File: src/rtl/axis_pixels_shift_multi_pkg.sv
// Shared constants and types for the pixel shift-expander.
// Derived widths and the packed output-beat layout live here.
package pixels_shift_pkg;

  localparam int COPIES      = 2;
  localparam int UNITS       = 4;
  localparam int WORD_WIDTH  = 8;
  localparam int SHIFT_REGS  = 12;
  localparam int KH_MAX      = 5;
  localparam int SH_MAX      = 2;
  localparam int TUSER_WIDTH = 8;
  localparam int I_IS_MAX    = 0;

  localparam int BITS_KH   = $clog2(KH_MAX);
  localparam int BITS_SH   = $clog2(SH_MAX + 1);
  localparam int IN_WIDTH  = SHIFT_REGS * WORD_WIDTH;
  localparam int OUT_WIDTH = COPIES * UNITS * WORD_WIDTH;

  typedef logic [WORD_WIDTH-1:0] word_t;
  typedef word_t [UNITS-1:0]     copy_t;

  typedef struct packed {
    logic [BITS_KH-1:0]     index;
    logic                   last;
    logic [TUSER_WIDTH-1:0] user;
    copy_t [COPIES-1:0]     data;
  } beat_t;

  // Zero stride would never advance the window, so it behaves as one word.
  function automatic logic [BITS_SH-1:0] eff_stride(input logic [BITS_SH-1:0] s);
    if (s == '0) return BITS_SH'(1);
    if (s > BITS_SH'(SH_MAX)) return BITS_SH'(SH_MAX);
    return s;
  endfunction

  function automatic logic [BITS_KH-1:0] clamp_shift(input logic [BITS_KH-1:0] s);
    return (s > BITS_KH'(KH_MAX - 1)) ? BITS_KH'(KH_MAX - 1) : s;
  endfunction

endpackage

File: src/rtl/axis_pixels_shift_multi_if.sv
// Input/output stream bundle of the shift-expander.
// slave is the block's view, master the driver/consumer view.
interface axis_pixels_shift_multi_if;
  import pixels_shift_pkg::*;

  logic                   s_ready;
  logic                   s_valid;
  logic [IN_WIDTH-1:0]    s_data;
  logic [BITS_KH-1:0]     s_shift;
  logic [BITS_SH-1:0]     s_stride;
  logic                   s_ones;
  logic                   s_last;
  logic [TUSER_WIDTH-1:0] s_user;
  logic                   m_ready;
  logic                   m_valid;
  logic [OUT_WIDTH-1:0]   m_data;
  logic [TUSER_WIDTH-1:0] m_user;
  logic                   m_last;
  logic [BITS_KH-1:0]     m_index;

  modport slave (
    input  s_valid, s_data, s_shift, s_stride, s_ones, s_last, s_user, m_ready,
    output s_ready, m_valid, m_data, m_user, m_last, m_index
  );

  modport master (
    output s_valid, s_data, s_shift, s_stride, s_ones, s_last, s_user, m_ready,
    input  s_ready, m_valid, m_data, m_user, m_last, m_index
  );
endinterface

File: src/rtl/axis_pixels_shift_multi_skid.sv
// Two-entry AXIS register with a registered s_ready.
// The second entry absorbs the beat in flight when m_ready drops.
module skid_buffer #(
  parameter int WIDTH = 8
) (
  input  logic             aclk,
  input  logic             aresetn,
  input  logic             s_valid,
  input  logic [WIDTH-1:0] s_data,
  output logic             s_ready,
  output logic             m_valid,
  output logic [WIDTH-1:0] m_data,
  input  logic             m_ready
);

  logic             sk_valid;
  logic [WIDTH-1:0] sk_data;

  // NOTE: sequential state uses non-blocking assignments so every register samples pre-edge values.
  always_ff @(posedge aclk or negedge aresetn) begin
    if (!aresetn) begin
      s_ready  <= 1'b0;
      m_valid  <= 1'b0;
      m_data   <= '0;
      sk_valid <= 1'b0;
      sk_data  <= '0;
    end else if (s_ready) begin
      if (m_ready || !m_valid) begin
        m_valid <= s_valid;
        if (s_valid) m_data <= s_data;
      end else if (s_valid) begin
        sk_valid <= 1'b1;
        sk_data  <= s_data;
        s_ready  <= 1'b0;
      end
    end else if (!sk_valid) begin
      s_ready <= 1'b1;
    end else if (m_ready) begin
      m_valid  <= 1'b1;
      m_data   <= sk_data;
      sk_valid <= 1'b0;
      s_ready  <= 1'b1;
    end
  end

endmodule

File: src/rtl/axis_pixels_shift_multi.sv
// Shift-expander: one wide input beat becomes (shift+1) output beats,
// each a strided right shift of the word register, sliced or broadcast per copy.
module axis_pixels_shift_multi
  import pixels_shift_pkg::*;
(
  input logic                 aclk,
  input logic                 aresetn,
  axis_pixels_shift_multi_if.slave bus
);

  logic                   clken;
  logic                   accept;
  logic [BITS_KH-1:0]     count;
  logic [BITS_KH-1:0]     phase;
  logic [IN_WIDTH-1:0]    shreg;
  logic [BITS_SH-1:0]     stride;
  logic [TUSER_WIDTH-1:0] user;
  logic                   ones;
  logic                   last;
  logic                   valid1;
  logic                   max_mode;
  logic                   sl_valid;
  beat_t                  sl_next;
  beat_t                  sl_beat;
  beat_t                  out_beat;

  assign bus.s_ready = clken & (count == '0);
  assign accept      = bus.s_valid & bus.s_ready;
  assign max_mode    = user[I_IS_MAX] & ~ones;

  // count is the number of phases still to come; zero means idle or final phase.
  always_ff @(posedge aclk or negedge aresetn) begin
    if (!aresetn) begin
      count  <= '0;
      phase  <= '0;
      shreg  <= '0;
      stride <= '0;
      user   <= '0;
      ones   <= 1'b0;
      last   <= 1'b0;
      valid1 <= 1'b0;
    end else if (clken) begin
      if (accept) begin
        count  <= clamp_shift(bus.s_shift);
        phase  <= '0;
        shreg  <= bus.s_data;
        stride <= eff_stride(bus.s_stride);
        user   <= bus.s_user;
        ones   <= bus.s_ones;
        last   <= bus.s_last;
        valid1 <= 1'b1;
      end else if (count != '0) begin
        count  <= count - 1'b1;
        phase  <= phase + 1'b1;
        shreg  <= shreg >> (int'(stride) * WORD_WIDTH);
        valid1 <= 1'b1;
      end else begin
        valid1 <= 1'b0;
      end
    end
  end

  // NOTE: sl_next gets a default first so no path through this block infers a latch.
  always_comb begin
    sl_next       = '0;
    sl_next.index = phase;
    sl_next.last  = last & (count == '0);
    sl_next.user  = user;
    for (int c = 0; c < COPIES; c++) begin
      if (c == 0 || max_mode)
        sl_next.data[c] = shreg[c*UNITS*WORD_WIDTH +: UNITS*WORD_WIDTH];
      else
        sl_next.data[c] = shreg[0 +: UNITS*WORD_WIDTH];
    end
  end

  always_ff @(posedge aclk or negedge aresetn) begin
    if (!aresetn) begin
      sl_valid <= 1'b0;
      sl_beat  <= '0;
    end else if (clken) begin
      sl_valid <= valid1;
      sl_beat  <= sl_next;
    end
  end

  skid_buffer #(.WIDTH($bits(beat_t))) u_skid (
    .aclk    (aclk),
    .aresetn (aresetn),
    .s_valid (sl_valid),
    .s_data  (sl_beat),
    .s_ready (clken),
    .m_valid (bus.m_valid),
    .m_data  (out_beat),
    .m_ready (bus.m_ready)
  );

  assign bus.m_data  = out_beat.data;
  assign bus.m_user  = out_beat.user;
  assign bus.m_last  = out_beat.last;
  assign bus.m_index = out_beat.index;

endmodule

File: src/flat_wrapper.sv
// flat-port wrapper written by rule: the top's interface ports become plain ports
module axis_pixels_shift_multi_flat import pixels_shift_pkg::*;
  (aclk, aresetn, bus_s_valid, bus_s_data, bus_s_shift, bus_s_stride, bus_s_ones, bus_s_last, bus_s_user, bus_m_ready, bus_s_ready, bus_m_valid, bus_m_data, bus_m_user, bus_m_last, bus_m_index);
  axis_pixels_shift_multi_if bus_i ();
  input logic aclk;
  input logic aresetn;
  input wire logic [$bits(bus_i.s_valid)-1:0] bus_s_valid;
  input wire logic [$bits(bus_i.s_data)-1:0] bus_s_data;
  input wire logic [$bits(bus_i.s_shift)-1:0] bus_s_shift;
  input wire logic [$bits(bus_i.s_stride)-1:0] bus_s_stride;
  input wire logic [$bits(bus_i.s_ones)-1:0] bus_s_ones;
  input wire logic [$bits(bus_i.s_last)-1:0] bus_s_last;
  input wire logic [$bits(bus_i.s_user)-1:0] bus_s_user;
  input wire logic [$bits(bus_i.m_ready)-1:0] bus_m_ready;
  output wire logic [$bits(bus_i.s_ready)-1:0] bus_s_ready;
  output wire logic [$bits(bus_i.m_valid)-1:0] bus_m_valid;
  output wire logic [$bits(bus_i.m_data)-1:0] bus_m_data;
  output wire logic [$bits(bus_i.m_user)-1:0] bus_m_user;
  output wire logic [$bits(bus_i.m_last)-1:0] bus_m_last;
  output wire logic [$bits(bus_i.m_index)-1:0] bus_m_index;
  assign bus_i.s_valid = bus_s_valid;
  assign bus_i.s_data = bus_s_data;
  assign bus_i.s_shift = bus_s_shift;
  assign bus_i.s_stride = bus_s_stride;
  assign bus_i.s_ones = bus_s_ones;
  assign bus_i.s_last = bus_s_last;
  assign bus_i.s_user = bus_s_user;
  assign bus_i.m_ready = bus_m_ready;
  assign bus_s_ready = bus_i.s_ready;
  assign bus_m_valid = bus_i.m_valid;
  assign bus_m_data = bus_i.m_data;
  assign bus_m_user = bus_i.m_user;
  assign bus_m_last = bus_i.m_last;
  assign bus_m_index = bus_i.m_index;
  axis_pixels_shift_multi u_core (.aclk(aclk), .aresetn(aresetn), .bus(bus_i));
endmodule
File: config.mk
export PLATFORM = sky130hd
export DESIGN_NAME = axis_pixels_shift_multi_flat
export DESIGN_NICKNAME = d
export VERILOG_FILES = /design/src/rtl/axis_pixels_shift_multi_pkg.sv /design/src/rtl/axis_pixels_shift_multi_if.sv /design/src/rtl/axis_pixels_shift_multi_skid.sv /design/src/rtl/axis_pixels_shift_multi.sv /design/src/flat_wrapper.sv
export SDC_FILE = /design/constraint.sdc
export NUM_CORES = 1
export LEC_CHECK = 0
export BUFFER_PORTS_ARGS = -buffer_cell sky130_fd_sc_hd__buf_2
export CORE_ASPECT_RATIO = 0.6
export CORE_MARGIN = 3
export CORE_UTILIZATION = 50
export DETAILED_ROUTE_END_ITERATION = 12
export PLACE_DENSITY = 0.78
export SLEW_MARGIN = 40
export SYNTH_ARGS = -nofsm -noshare
export SYNTH_HDL_FRONTEND = slang
export SYNTH_SLANG_ARGS = --single-unit
File: constraint.sdc
create_clock -name aclk -period 2.51 [get_ports aclk]
set_input_delay 0 -clock aclk [delete_from_list [all_inputs] [get_ports aclk]]
set_output_delay 0 -clock aclk [all_outputs]
set_load 0.02 [all_outputs]
Word level (Yosys, flattened, before mapping)
Cells that the tools add are included.
{"block": "word_totals", "regBits": 347, "in_bits": 115, "out_inout_bits": 78, "wordCells": 93}
{"block": "op_classes", "add_sub_neg": 2, "n_lt_le_gt_ge": 2, "eq_ne": 3, "shifts": 1, "muxes": 40, "n_bitwise": 6, "n_reduce_logical": 14}
{"operator": "$mux 76", "n": 5}
{"operator": "$mux 96", "n": 2}
{"operator": "$shr 96x5->96", "n": 1}
{"operator": "$mux 32", "n": 1}
{"operator": "$mux 1", "n": 23}
{"operator": "$mux 3", "n": 5}
{"operator": "$mux 2", "n": 4}
{"operator": "$reduce_and 2->1", "n": 3}
{"operator": "$reduce_and 3->1", "n": 2}
{"operator": "$reduce_bool 2->1", "n": 3}
{"operator": "$and 1x1->1", "n": 4}
{"operator": "$ne 2x1->1 const B", "n": 2}
{"operator": "$reduce_and 4->1", "n": 1}
{"operator": "$add 3x1->3 const B", "n": 1}
{"operator": "$gt 3x3->1 const B", "n": 1}
{"operator": "$logic_not 3->1", "n": 1}
{"operator": "$reduce_bool 3->1", "n": 1}
{"operator": "$sub 3x1->3 const B", "n": 1}
{"operator": "$gt 2x2->1 const B", "n": 1}
{"operator": "$logic_not 2->1", "n": 1}
{"operator": "$ne 2x2->1 const B", "n": 1}
{"operator": "$not 1->1", "n": 2}
{"operator": "$logic_not 1->1", "n": 1}
{"operator": "$logic_or 1x1->1", "n": 1}

Depth between registers and ports, before layout
{"block": "logic_depth", "ltp_word": 10, "depth_mapped": 9}

Cells and area by module
A second synthesis with hierarchy kept.
{"block": "unflattened", "cells_unflattened": 1488, "hier_area_um2": 17008.8}
{"mod": "axis_pixels_shift_multi", "n_inst": 1, "cells_per_inst": 1065, "area_per_inst_um2": 9988.3, "seq_area_each_um2": 4804.6}
{"mod": "skid_buffer", "n_inst": 1, "cells_per_inst": 423, "area_per_inst_um2": 7020.5, "seq_area_each_um2": 3878.7}

Worst setup path after synthesis
Ideal clock, no wire load.
{"block": "synth_path", "path_kind": "register -> register", "start": "register u_core.count[0]", "end": "register u_core.shreg[85]", "setup_ps": 121, "arrival_time_ps": 1688, "required_time_ps": 2389, "setup_slack_ps": 700, "path_stages_with_launch": 9, "n_path_buf": 3, "cell_sequence": "dfrtp_1 > inv_1 > ha_1 > buf_4 > or3b_1 > and2_4 > buf_6 > buf_6 > o22a_1"}
{"block": "synth_via", "elab_chain_len": 5}
{"item": "start: declaration", "line": "axis_pixels_shift_multi.sv:13", "source": "logic [BITS_KH-1:0] count;"}
{"item": "start signal: assignment", "line": "axis_pixels_shift_multi.sv:44", "source": "count <= clamp_shift(bus.s_shift);"}
{"item": "start signal: assignment", "line": "axis_pixels_shift_multi.sv:53", "source": "count <= count - 1'b1;"}
{"item": "$logic_not 3->1", "line": "axis_pixels_shift_multi.sv:27", "source": "assign bus.s_ready = clken & (count == '0);"}
{"item": "$and 1x1->1", "line": "axis_pixels_shift_multi.sv:27"}
{"item": "$and 1x1->1", "line": "axis_pixels_shift_multi.sv:28", "source": "assign accept = bus.s_valid & bus.s_ready;"}
{"item": "$reduce_bool 2->1 (no source line)"}
{"item": "$reduce_and 2->1 (no source line)"}
{"item": "end signal: assignment", "line": "axis_pixels_shift_multi.sv:46", "source": "shreg <= bus.s_data;"}
{"item": "end signal: assignment", "line": "axis_pixels_shift_multi.sv:55", "source": "shreg <= shreg >> (int'(stride) * WORD_WIDTH);"}
{"item": "end: declaration", "line": "axis_pixels_shift_multi.sv:15", "source": "logic [IN_WIDTH-1:0] shreg;"}
Several ways; a longest one is shown, not always the timed one.
A chain may end at the register's enable or synchronous reset.

Final worst setup path
{"block": "layout_path", "start": "register u_core.count[0]", "end": "output bus_s_ready"}
{"block": "layout_via", "elab_chain_len": 2}
{"item": "$logic_not 3->1", "line": "axis_pixels_shift_multi.sv:27"}
{"item": "$and 1x1->1", "line": "axis_pixels_shift_multi.sv:27"}
{"item": "end: declaration", "line": "flat_wrapper.sv:15", "source": "output wire logic [$bits(bus_i.s_ready)-1:0] bus_s_ready;"}
No other way between the ends.

==> metrics <==
Tightest Pin Transition=0.808 ns; Port Buf Inserts=191; register area share after synthesis=between 50% and 60%; final worst slack=0.179 ns; worst setup path start=u_core.count[0]$_DFFE_PN0P_; antenna-violating nets left=0; worst setup path end=bus_s_ready; crit path max fanout=75; Synth Area per Inst=13.5 um^2; die height=148 um; CTS root buf=clkbuf_16; initial antenna violation count=7; Most used DFF post-synth=dfrtp_1; worst endpoint required time=2.51 ns; R2R setup slack=0.35 ns; drt pass-1 iters=5; Worst VDD drop=0.000841 V; reg2reg start=u_core.stride[0]$_DFFE_PN0P_; top-level port count=193; FMAX=429 MHz; post-cts sizing count=0; syn_nets=~1400; DP Worst Slack=0.415 ns; largest cells by area after synthesis=dfrtp_1 (51%), mux2_2 (18%), mux4_2 (7.5%), mux2i_1 (3.9%), a2bb2oi_1 (2.9%); Setup TNS=0 ns; fin nets=1638; Gate power share=46.6%; grt total ovfl=0; count leader, synth=dfrtp_1; Routed WL per cell=23.6 um; CTS Buf Count=31; row count=between 50 and 60; Min-Delay Path Class=in2async; Final setup viols=0; CP Class=reg2out; Pwr Density=1470 mW/mm^2; unrepaired setup endpoints after global routing=no; Sw Share=37.9%; Reg power frac=between 30% and 40%; die area=0.0361 mm^2; clk_skew=0.0122 ns; fill count=2397; status=finished, final reports clean; Clk network pwr share=around 16%; Seq cells post-synth=347; Ys Warns=0; Syn Inst Count=1248; drt drc=0; Max Cap Viol=0; Critical Path Start Type=flop; H-tree levels=1; Synth async-reset ratio=100%; post-CTS setup buffers=0; global-route wire length before repair=74200 um; Worst R2R End=u_core.shreg[50]$_DFFE_PN0P_; number of flops mapped to enable cells by yosys=0; top cells by count, synth=dfrtp_1 (347), mux2_2 (272), buf_2 (66); vias in the first global route=12500; leakage power=8.71 nW; Max-slew headroom=around 46%; Final HPWL DP=30200 um; top cell type's share of synthesized area=51.4%; largest net degree at the start of global routing=between 80 and 90; Tcrit/Tclk final=92.9%; area of the multi-input gates=0.00760 mm^2; DRT iter0 DRCs=around 1400; Yosys cell types=42; Storage cell area=0.00869 mm^2; Placer Congestion=between 0.9 and 1; Worst Path Arrival=2.33 ns; R2R cell count=5; final WL=around 47000 um; layout cell share with drive strength beyond 1=41.1%; Syn Std Cell Area=between 0.015 and 0.02 mm^2; worst skew pair latency=0.57 ns; Pint=18.8 mW; synth-to-layout area growth=22.0%; core area=around 0.033 mm^2; clk sinks=347; vias post-DR=12400; Clock transition at path regs=0.07 ns; fin crit period=2.33 ns; CTS tree=yes; DR vias/cell=roughly 6.2; Clock Path Buffers=3; NetSw=roughly 11 mW; Yosys top cell by area=dfrtp_1; fin. max-slew vios=0; Initial Util=around half; overall die width=243 um; Hold Vio Cnt, Final=0; CP endpoint kind=output port; GR Util All Layers=roughly a quarter
-- critical path, stage by stage, from the launching register on --
cell	delay [ns]
dfrtp_1	0.36
inv_1	0.12
ha_1	0.34
nor2b_4	0.27
buf_12	0.32
and2_1	0.19
buf_2	0.17
-- layer usage --
| metal | vias up | GRT usage [%] | wire (um) |
|---|---|---|---|
| met1 | 6268 | 38.0 | 19700 |
| met2 | 655 | 39.4 | 21200 |
| met3 | 126 | 5.42 | 4380 |
| met5 | - | 0 | 7 |
| li1 | 5322 | - | - |
| met4 | 2 | 9.46 | 1820 |
-- through the flow --
| step | area [um^2] | hold slack, ns | total power, mW | cells | utilization (%) |
|---|---|---|---|---|---|
| 6_report | 20600 | 0.0642 | 30.2 | 2000 | 62.7 |
| 5_1_grt | 20600 | 0.0964 | 31.9 | 1999 | 62.7 |
| 4_1_cts | 20600 | 0.0665 | 30.0 | 1991 | 62.6 |
| 3_5_place_dp | 18400 | -0.0689 | 25.0 | 1821 | 56.0 |
| 3_3_place_gp | 18400 | -0.0679 | 24.3 | 1821 | 56.0 |
| 2_1_floorplan | 16900 | -0.296 | 21.0 | 1248 | - |
-- timing repair --
action | 4_1_cts | 5_1_grt
hold buffers | 115 | 0
setup endpoints to repair | 0 | 0
hold endpoints to repair | 461 | 0
-- sequential cells by signal, indices dropped and copies added, names as in the netlist --
| register | cells |
|---|---|
| u_core.stride | 2 |
| u_core.ones | 1 |
| u_core.shreg | 96 |
| u_core.valid1 | 1 |
| u_core.sl_valid | 1 |
| u_core.u_skid.s_ready | 1 |
| u_core.last | 1 |
| u_core.sl_beat | 76 |
| u_core.u_skid.m_valid | 1 |
| u_core.u_skid.m_data | 76 |
| u_core.count | 3 |
| u_core.phase | 3 |
| u_core.u_skid.sk_data | 76 |
| u_core.u_skid.sk_valid | 1 |
| u_core.user | 8 |
-- layout by cell type (no fill, tap or decap), drive strengths merged, types with 16 or more instances in the layout --
cell and n:
a32o 18, nor2 33, mux4 56, a2bb2oi 56, nand3b 25, o2bb2ai 16
mux2i 65, dfrtp 347, a21oi 35, o22ai 58, nand2 39, mux2 272
dlygate4sd3 114, clkbuf 44, buf 240, o211ai 24
-- power groups by stage --
stage / Combinational (mW) / Clock, mW / Sequential [mW]
6_report: 14.1 / 4.79 / 11.3
3_3_place_gp: 13.3 / 0 / 11.0
3_5_place_dp: 13.7 / 0 / 11.2
4_1_cts: 14.0 / 4.87 / 11.2
2_1_floorplan: 10.4 / 0 / 10.6
5_1_grt: 15.1 / 5.11 / 11.6
-- worst min path at each step --
stage / to / depth (start not counted)
6_report: u_core.u_skid.m_data[53]$_DFFE_PN0P_ / 3
5_1_grt: u_core.sl_beat[53]$_DFFE_PN0P_ / 3
4_1_cts: u_core.u_skid.m_data[52]$_DFFE_PN0P_ / 3
3_5_place_dp: u_core.u_skid.m_data[52]$_DFFE_PN0P_ / 1
3_3_place_gp: u_core.u_skid.m_data[52]$_DFFE_PN0P_ / 1
2_1_floorplan: u_core.count[0]$_DFFE_PN0P_ / 0
-- logic make-up (layout without fill, tap and decap cells) --
| group | count (synthesis) | count (layout) | share of synthesized area [%] |
|---|---|---|---|
| flip-flops | 347 | 347 | 51.4 |
| multiplexers | 393 | 393 | 29.5 |
| AND/OR/NAND/NOR | 122 | 122 | 3.65 |
| buffers and inverters | 130 | 424 | 3.84 |
| other | 0 | 8 | 0 |
| AO/OA/AOI/OAI | 253 | 253 | 11.4 |
| adder cells (fa/ha/maj) | 3 | 3 | 0.222 |
-- area by class of cell --
| cell class | count | share of cell area (%) |
|---|---|---|
| tap | 450 | 2.73 |
| sequential | 347 | 42.2 |
| antenna | 8 | 0.0972 |
| multi-input combinational | 771 | 36.9 |
| timing repair buffer | 354 | 12.9 |
| inverter | 15 | 0.273 |
| clock inverter | 11 | 0.534 |
| clock buffer | 44 | 4.34 |
Note: power is estimated with default switching activity, not from simulation.
